### src/rtl/serial_sub_ctrl_if.sv
// Start/result handshake and full-subtractor cell pins for serial_sub_ctrl.
// bin_in exists only when SUB_CHAIN_EN is defined.
interface serial_sub_ctrl_if #(
    parameter int WIDTH = 8
);
    logic             start;
    logic [WIDTH-1:0] a;
    logic [WIDTH-1:0] b;
`ifdef SUB_CHAIN_EN
    logic             bin_in;
`endif
    logic             busy;
    logic             done;
    logic [WIDTH-1:0] diff;
    logic             bout;
    logic             fs_x;
    logic             fs_y;
    logic             fs_bin;
    logic             fs_diff;
    logic             fs_bout;

    modport slave (
        input  start, a, b,
`ifdef SUB_CHAIN_EN
        input  bin_in,
`endif
        input  fs_diff, fs_bout,
        output busy, done, diff, bout,
        output fs_x, fs_y, fs_bin
    );

    modport master (
        output start, a, b,
`ifdef SUB_CHAIN_EN
        output bin_in,
`endif
        output fs_diff, fs_bout,
        input  busy, done, diff, bout,
        input  fs_x, fs_y, fs_bin
    );
endinterface

### src/rtl/serial_sub_ctrl.sv
// Bit-serial a-b sequencer driving an external 1-bit full-subtractor, LSB first.
// Latency: done pulses WIDTH edges after start acceptance; one op per WIDTH+1 cycles.
// Backpressure: start only accepted in IDLE/DONE, ignored while busy. SUB_CHAIN_EN adds bin_in.
module serial_sub_ctrl #(
    parameter int WIDTH = 8
) (
    input  logic               clk,
    input  logic               rst_n,
    serial_sub_ctrl_if.slave   bus
);
    localparam int CW = (WIDTH > 1) ? $clog2(WIDTH) : 1;
    localparam logic [CW-1:0] LAST = CW'(WIDTH - 1);

    localparam logic [1:0] S_IDLE = 2'd0;
    localparam logic [1:0] S_RUN  = 2'd1;
    localparam logic [1:0] S_DONE = 2'd2;

    logic [1:0]       r_state;
    logic [WIDTH-1:0] r_a;
    logic [WIDTH-1:0] r_b;
    logic             r_borrow;
    logic [CW-1:0]    r_cnt;
    logic [WIDTH-1:0] r_diff;
    logic             r_bout;
    logic             r_busy;
    logic             r_done;
    logic             w_bin_init;

`ifdef SUB_CHAIN_EN
    assign w_bin_init = bus.bin_in;
`else
    assign w_bin_init = 1'b0;
`endif

    always_ff @(posedge clk or negedge rst_n) begin
        if (!rst_n) begin
            r_state  <= S_IDLE;
            r_a      <= '0;
            r_b      <= '0;
            r_borrow <= 1'b0;
            r_cnt    <= '0;
            r_diff   <= '0;
            r_bout   <= 1'b0;
            r_busy   <= 1'b0;
            r_done   <= 1'b0;
        end else begin
            case (r_state)
                S_IDLE, S_DONE: begin
                    r_done <= 1'b0;
                    if (bus.start) begin
                        r_a      <= bus.a;
                        r_b      <= bus.b;
                        r_borrow <= w_bin_init;
                        r_cnt    <= '0;
                        r_diff   <= '0;
                        r_busy   <= 1'b1;
                        r_state  <= S_RUN;
                    end else begin
                        r_state  <= S_IDLE;
                    end
                end
                S_RUN: begin
                    // Cell is combinational: its outputs belong to the bit presented this cycle.
                    r_diff   <= {bus.fs_diff, r_diff[WIDTH-1:1]};
                    r_borrow <= bus.fs_bout;
                    r_a      <= {1'b0, r_a[WIDTH-1:1]};
                    r_b      <= {1'b0, r_b[WIDTH-1:1]};
                    if (r_cnt == LAST) begin
                        r_busy  <= 1'b0;
                        r_done  <= 1'b1;
                        r_bout  <= bus.fs_bout;
                        r_state <= S_DONE;
                    end else begin
                        r_cnt   <= r_cnt + 1'b1;
                    end
                end
                default: r_state <= S_IDLE;
            endcase
        end
    end

    assign bus.fs_x   = r_a[0];
    assign bus.fs_y   = r_b[0];
    assign bus.fs_bin = r_borrow;
    assign bus.busy   = r_busy;
    assign bus.done   = r_done;
    assign bus.diff   = r_diff;
    assign bus.bout   = r_bout;
endmodule

### src/flat_wrapper.sv
// flat-port wrapper written by rule: the top's interface ports become plain ports
module serial_sub_ctrl_flat 
#(
    parameter int WIDTH = 8
)
  (clk, rst_n, bus_start, bus_a, bus_b, bus_fs_diff, bus_fs_bout, bus_busy, bus_done, bus_diff, bus_bout, bus_fs_x, bus_fs_y, bus_fs_bin);
  serial_sub_ctrl_if #(.WIDTH(WIDTH)) bus_i ();
  input  logic clk;
  input  logic rst_n;
  input wire logic [$bits(bus_i.start)-1:0] bus_start;
  input wire logic [$bits(bus_i.a)-1:0] bus_a;
  input wire logic [$bits(bus_i.b)-1:0] bus_b;
  input wire logic [$bits(bus_i.fs_diff)-1:0] bus_fs_diff;
  input wire logic [$bits(bus_i.fs_bout)-1:0] bus_fs_bout;
  output wire logic [$bits(bus_i.busy)-1:0] bus_busy;
  output wire logic [$bits(bus_i.done)-1:0] bus_done;
  output wire logic [$bits(bus_i.diff)-1:0] bus_diff;
  output wire logic [$bits(bus_i.bout)-1:0] bus_bout;
  output wire logic [$bits(bus_i.fs_x)-1:0] bus_fs_x;
  output wire logic [$bits(bus_i.fs_y)-1:0] bus_fs_y;
  output wire logic [$bits(bus_i.fs_bin)-1:0] bus_fs_bin;
  assign bus_i.start = bus_start;
  assign bus_i.a = bus_a;
  assign bus_i.b = bus_b;
  assign bus_i.fs_diff = bus_fs_diff;
  assign bus_i.fs_bout = bus_fs_bout;
  assign bus_busy = bus_i.busy;
  assign bus_done = bus_i.done;
  assign bus_diff = bus_i.diff;
  assign bus_bout = bus_i.bout;
  assign bus_fs_x = bus_i.fs_x;
  assign bus_fs_y = bus_i.fs_y;
  assign bus_fs_bin = bus_i.fs_bin;
  serial_sub_ctrl #(.WIDTH(WIDTH)) u_core (.clk(clk), .rst_n(rst_n), .bus(bus_i));
endmodule
### config.mk
export PLATFORM = sky130hd
export DESIGN_NAME = serial_sub_ctrl_flat
export DESIGN_NICKNAME = d
export VERILOG_FILES = /design/src/rtl/serial_sub_ctrl_if.sv /design/src/rtl/serial_sub_ctrl.sv /design/src/flat_wrapper.sv
export SDC_FILE = /design/constraint.sdc
export NUM_CORES = 1
export LEC_CHECK = 0
export CORE_ASPECT_RATIO = 0.5
export CORE_MARGIN = 2
export CORE_UTILIZATION = 52
export DETAILED_ROUTE_END_ITERATION = 10
export GPL_ROUTABILITY_DRIVEN = 0
export PLACE_DENSITY = 0.83
export SYNTH_ARGS = -nofsm -noshare
export SYNTH_HDL_FRONTEND = slang
export SYNTH_SLANG_ARGS = --single-unit
export TNS_END_PERCENT = 10
### constraint.sdc
create_clock -name clk -period 3.7 [get_ports clk]
set_input_delay 0.925 -clock clk [delete_from_list [all_inputs] [get_ports clk]]
set_output_delay 0.925 -clock clk [all_outputs]
set_load 0.1 [all_outputs]
==> results of run 1 <==
## logic make-up after synthesis
| family | count (synthesis) | synth area share |
|---|---|---|
| AOI/OAI and AO/OA | 49 | 0.2232 |
| adders and majority gates | 3 | 0.02616 |
| buffers and inverters | 22 | 0.06800 |
| DFF | 33 | 0.5754 |
| muxes | 6 | 0.04533 |
| and+or+nand+nor | 17 | 0.06190 |
## per-layer routing
layer	wire (um)	vias to the layer above
li1	-	532
met2	1256	23
met4	49	0
met1	1388	518
met3	105	7
met5	0	-
## state kept, by name, summed over array words and instances (netlist names)
| register | flops |
|---|---|
| u_core.bus.bout | 1 |
| u_core.bus.busy | 1 |
| u_core.bus.diff | 8 |
| u_core.bus.done | 1 |
| u_core.bus.fs_bin | 1 |
| u_core.r_a | 8 |
| u_core.r_b | 8 |
| u_core.r_cnt | 3 |
| u_core.r_state | 2 |
## cells in the mapped netlist, drive strengths merged
master,n
a21o,1
a21oi,15
a22o,11
o21a,1
o21bai,1
a31oi,1
o21ai,3
ha,3
mux2,4
o22ai,12
and2,1
nand3,2
nor2,2
mux2i,2
buf,8
nand2b,2
dfrtp,33
nand2,5
o211ai,2
inv,14
nor2b,5
a211oi,2
## path summary, 6_finish.rpt
kind                               startpoint                  to
max                        u_core.bus.diff[7]         bus_diff[7]
min in group asynchronous               rst_n       u_core.r_a[4]
max reg2reg                 u_core.r_state[0]     u_core.bus.bout
min reg2reg                   u_core.bus.bout     u_core.bus.bout
max in group asynchronous               rst_n  u_core.bus.diff[0]
min                           u_core.bus.bout     u_core.bus.bout
## final cells by class
type | count | area [sq um]
well taps | 37 | 46.29
flip-flops and latches | 33 | 825.8
fillers | 207 | 735.7
clock inverters | 2 | 10.01
multi-input cells | 75 | 511.7
repair buffers | 35 | 347.8
inverters | 14 | 52.55
clock buffers | 6 | 72.57
## stage by stage
stage | util | cell area [sq um] | setup slack (ns) | cells | hold slack (ns)
floorplan | - | 1435 | 1.851 | 130 | 0.4568
finish | 0.7173 | 1867 | 0.9458 | 202 | 0.4999
global route | 0.7173 | 1867 | 0.8954 | 202 | 0.5172
global placement | 0.6856 | 1784 | 1.149 | 194 | 0.4738
CTS | 0.7173 | 1867 | 0.9410 | 202 | 0.5017
detailed placement | 0.6856 | 1784 | 1.082 | 194 | 0.4875
==> summary.txt, run 1 <==
Run status
  – Status: complete, no violations

Final layout
  – Most frequent cells in the layout: clkdlybuf4s50_1, dfrtp_1, a21oi_1
  – Final nets: 188
  – Most common cell after layout, fill and taps aside: clkdlybuf4s50_1
  – Layout area overhead: 30.08%
  – Layout cells sized above 1: 0.05455
  – ANT cells: 0

Min path
  – Min-Delay Path Depth: 1
  – Worst min path class: flip-flop to flip-flop

Synth
  – Synth Register Bits: 33
  – Synth Area per Inst: 11.04 sq um
  – Yosys Warn Count: 0
  – Cells after synthesis: 130
  – Mapped Area: 1435 sq um
  – Netlist cell types: 25
  – Syn_nets: 154
  – Post-synthesis sequential area ratio: 0.5754
  – Leading post-synthesis cells by cell area: dfrtp_1, a22o_1, a21oi_1
  – Top cell type's share of synthesized area: 0.5754
  – Area leader, netlist: dfrtp_1

Clock tree
  – Hold_buf cts: 0
  – TritonCTS Buffers: 5
  – Root Driver: clkbuf_8
  – Post-CTS Setup Inserts: 0
  – CTS Buffer Depth: 2
  – Resized cells post-CTS: 0
  – CTS tree: built
  – Clock transition at the registers of the reported paths: 0.07 ns
  – Clock Sinks: 33
  – Clock latency on the worst-skew pair: 0.28 ns
  – H-tree levels: 2

Floorplan
  – Die area: 3221 sq um
  – I/O pin count: 35
  – Initial core utilization: 0.5514
  – Chip height: 41.15 um
  – Die Wd: 78.30 um
  – Core Area: 2603 sq um
  – FP Rows: 13

Global routing
  – Routing usage on met3: 0.07048
  – Initial antenna violation count: 0
  – GRT Residual Overflow: 0
  – Top Usage Layer GRT: met2
  – GRT Total Usage: 0.1888
  – Met1 Resource Use GR: 0.2218
  – Largest net degree at the start of global routing: 34
  – Met2 Usage GRT: 0.3211
  – Vias in the first global route: 941
  – First-pass GRT wire length: 4.222 mm

Setup path
  – WP depth: 1
  – Worst path slowest cell: clkdlybuf4s50_1
  – Crit path max fanout: 4
  – Ordered list of cells on the worst path: clkdlybuf4s50_1
  – Kind of critical path: flip-flop to output pin
  – CP top delay family: buffers and inverters
  – Worst setup SP type: flip-flop
  – Crit-path max cell delay: 1.15 ns
  – CP arrival: 1.83 ns
  – CP Capture Type: output pin
  – Worst r2r path cells: 3
  – Reg-to-reg slack, setup: 1.84 ns
  – Req. time, crit path: 2.77 ns
  – Critical path buffer and inverter count: 1

Placement
  – Dpl hpwl: 1.880 mm
  – # port buffers: 34

STA
  – Final Max Slew Viols: 0
  – RSZ-0062 raised after global routing: false
  – Rel. slew slack: 0.3536
  – # setup viols final: 0
  – Worst-Margin Slew: 0.9666 ns
  – Clock skew: 0.004109 ns
  – Min Tclk post-route: 2.754 ns
  – Fin. Hold Viols: 0
  – Setup TNS: 0 ns
  – F_max: 363.1 MHz
  – Fin crit share: 0.7444

Detailed routing
  – DRC: 0
  – Vias: 1,080
  – DRT Wirelength: 2.800 mm
  – First drt pass iteration count: 4
  – Post-DRT Antenna Nets: 0
  – Avg Vias per Cell: 5.347
  – Drt wl/cell: 13.86 um
  – 1st-iter DRT viols: 83

Run
  – Max-cap violation count: 0
Power of run 1 is left out: the tool's default activity adds up to more than one toggle a clock period on the data nets, which glitch-free logic cannot reach.
==> inputs of run 2 (changes only) <==
CORE_UTILIZATION = 48   (was 52)
PLACE_DENSITY = 0.78   (was 0.83)
clock period = 2.9 ns   (was 3.7 ns; I/O delays follow)
==> run 2 against run 1 <==
Compared with the run above:
- sequential cell count did not move
- worst hold slack got worse by 0.0066 ns
- design area is 1.2% lower
- die area rose by 7.7%
- core utilization is 3.8 points lower
- routed wire length is 3.9% lower
- register-to-register slack got worse by 0.77 ns
- critical path depth grew 4
- final cell count increased by 0.99%
- clock-buffer cell count increased by 2
- sequential share of layout area up 0.54 points
- worst setup slack better by 0.041 ns
- highest routed layer unchanged
==> summary.txt, run 2 (same netlist as run 1, synthesis figures left out) <==
Setup path
  – CP top delay family: buffers and inverters (unchanged)
  – Critical path buffer and inverter count: 2 (was 1)
  – Worst path slowest cell: clkdlybuf4s50_1 (unchanged)
  – WP depth: 5 (was 1)
  – Worst setup path startpoint: bus_start (was u_core.bus.diff[7])
  – Ordered list of cells on the worst path: clkdlybuf4s50_1 > nor2_2 > a21o_1 > buf_4 > a22o_1 (was clkdlybuf4s50_1)
  – CP Capture Type: flip-flop (was output pin)
  – Reg-to-reg slack, setup: 1.07 ns (was 1.84 ns)
  – Kind of critical path: input pin to flip-flop (was flip-flop to output pin)
  – R2R Path End: u_core.bus.bout (unchanged)
  – Worst setup SP type: input pin (was flip-flop)
  – Crit-path max cell delay: 0.62 ns (was 1.15 ns)
  – CP arrival: 2.08 ns (was 1.83 ns)
  – Crit path max fanout: 10 (was 4)
  – Termination of the worst setup path: u_core.bus.diff[1] (was bus_diff[7])
  – Critical R2R Launch: u_core.r_state[0] (unchanged)
  – Req. time, crit path: 3.07 ns (was 2.77 ns)
  – Worst r2r path cells: 3 (unchanged)

Final layout
  – Fin util: 0.6790 (was 0.7173)
  – ANT cells: 0 (unchanged)
  – Fillers: 226 (was 207)
  – FF+latch area: 825.8 sq um (unchanged)
  – Multi-input logic area: 511.7 sq um (unchanged)
  – Layout cells sized above 1: 0.1377 (was 0.05455)
  – Most common cell after layout, fill and taps aside: dfrtp_1 (was clkdlybuf4s50_1)
  – Most frequent cells in the layout: dfrtp_1, clkdlybuf4s50_1, buf_4 (was clkdlybuf4s50_1, dfrtp_1, a21oi_1)
  – Final nets: 190 (was 188)
  – Layout area overhead: 28.51% (was 30.08%)

Floorplan
  – Die Wd: 81.33 um (was 78.30 um)
  – Chip height: 42.67 um (was 41.15 um)
  – Core Area: 2716 sq um (was 2603 sq um)
  – I/O pin count: 35 (unchanged)
  – Initial core utilization: 0.5283 (was 0.5514)
  – Die area: 3470 sq um (was 3221 sq um)
  – FP Rows: 13 (unchanged)

Placement
  – # port buffers: 34 (unchanged)
  – Dpl hpwl: 1.931 mm (was 1.880 mm)

Global routing
  – Vias in the first global route: 1,025 (was 941)
  – Largest net degree at the start of global routing: 34 (unchanged)
  – GRT Total Usage: 0.1805 (was 0.1888)
  – GRT Residual Overflow: 0 (unchanged)
  – Initial antenna violation count: 0 (unchanged)
  – First-pass GRT wire length: 4.616 mm (was 4.222 mm)

Clock tree
  – CTS tree: built (unchanged)
  – Post-CTS Setup Inserts: 0 (unchanged)
  – H-tree levels: 2 (unchanged)
  – Hold_buf cts: 0 (unchanged)
  – Clock latency on the worst-skew pair: 0.28 ns (about the same)
  – CTS Buffer Depth: 2 (unchanged)
  – Root Driver: clkbuf_8 (unchanged)
  – TritonCTS Buffers: 5 (unchanged)
  – Clock Sinks: 33 (unchanged)
  – Resized cells post-CTS: 0 (unchanged)
  – Clock transition at the registers of the reported paths: 0.06 ns (was 0.07 ns)

STA
  – Clock skew: 0.004627 ns (was 0.004109 ns)
  – RSZ-0062 raised after global routing: false (unchanged)
  – # setup viols final: 0 (unchanged)
  – Min Tclk post-route: 1.913 ns
  – Setup TNS: 0 ns (unchanged)
  – Rel. slew slack: 0.6052 (was 0.3536)
  – Fin crit share: 0.6597
  – Worst-Margin Slew: 0.5922 ns (was 0.9666 ns)
  – Hold WS: 0.4933 ns (was 0.4999 ns)
  – Final Max Slew Viols: 0 (unchanged)
  – F_max: 522.7 MHz
  – Fin. Hold Viols: 0 (unchanged)

Min path
  – Worst min path class: flip-flop to flip-flop (unchanged)

Detailed routing
  – Avg Vias per Cell: 5.083 (was 5.347)
  – 1st-iter DRT viols: 49 (was 83)
  – DRT Wirelength: 2.691 mm (was 2.800 mm)
  – Post-DRT Antenna Nets: 0 (unchanged)
  – DRC: 0 (unchanged)
  – Vias: 1,037 (was 1,080)
  – First drt pass iteration count: 4 (unchanged)
  – Drt wl/cell: 13.19 um (was 13.86 um)

Run status
  – Status: complete, no violations (unchanged)

Run
  – Max-cap violation count: 0 (unchanged)
run 2: worst reg2reg max path, cell delays in order, from the launching register on:
cell     delay, ns
dfrtp_1       0.72
nor2b_1       0.55
nand2_1       0.13
mux2_1        0.32
run 2: area by class of cell:
class                   instances  area share
repair buffers                 37      0.1777
clock buffers                   8     0.04342
well taps                      37     0.02510
inverters                      14     0.02849
flip-flops and latches         33      0.4478
multi-input cells              75      0.2775
run 2: worst min path at each step:
stage | from | endpoint | slack [ns] | depth (start not counted)
floorplan | rst_n | u_core.bus.bout | 0.43 | 0
global placement | u_core.bus.bout | u_core.bus.bout | 0.47 | 1
detailed placement | u_core.bus.bout | u_core.bus.bout | 0.49 | 1
CTS | u_core.bus.bout | u_core.bus.bout | 0.50 | 1
global route | u_core.bus.bout | u_core.bus.bout | 0.54 | 1
finish | u_core.bus.bout | u_core.bus.bout | 0.49 | 1
run 2: through the flow:
step / cell area [sq um] / worst slack, ns / std cells
4_1_cts: 1844 / 0.9873 / 204
2_1_floorplan: 1435 / 1.251 / 130
3_3_place_gp: 1764 / 0.7348 / 196
5_1_grt: 1844 / 0.8875 / 204
6_report: 1844 / 0.9867 / 204
3_5_place_dp: 1764 / 0.6956 / 196
run 2: routing by layer:
metal / vias up / wire [um] / GRT usage
met5: - / 0 / 0
met4: 0 / 8 / 0.06102
met3: 2 / 140 / 0.06596
met2: 24 / 1212 / 0.2639
met1: 478 / 1328 / 0.2479
li1: 533 / - / -
Power of run 2 is left out for the same reason.
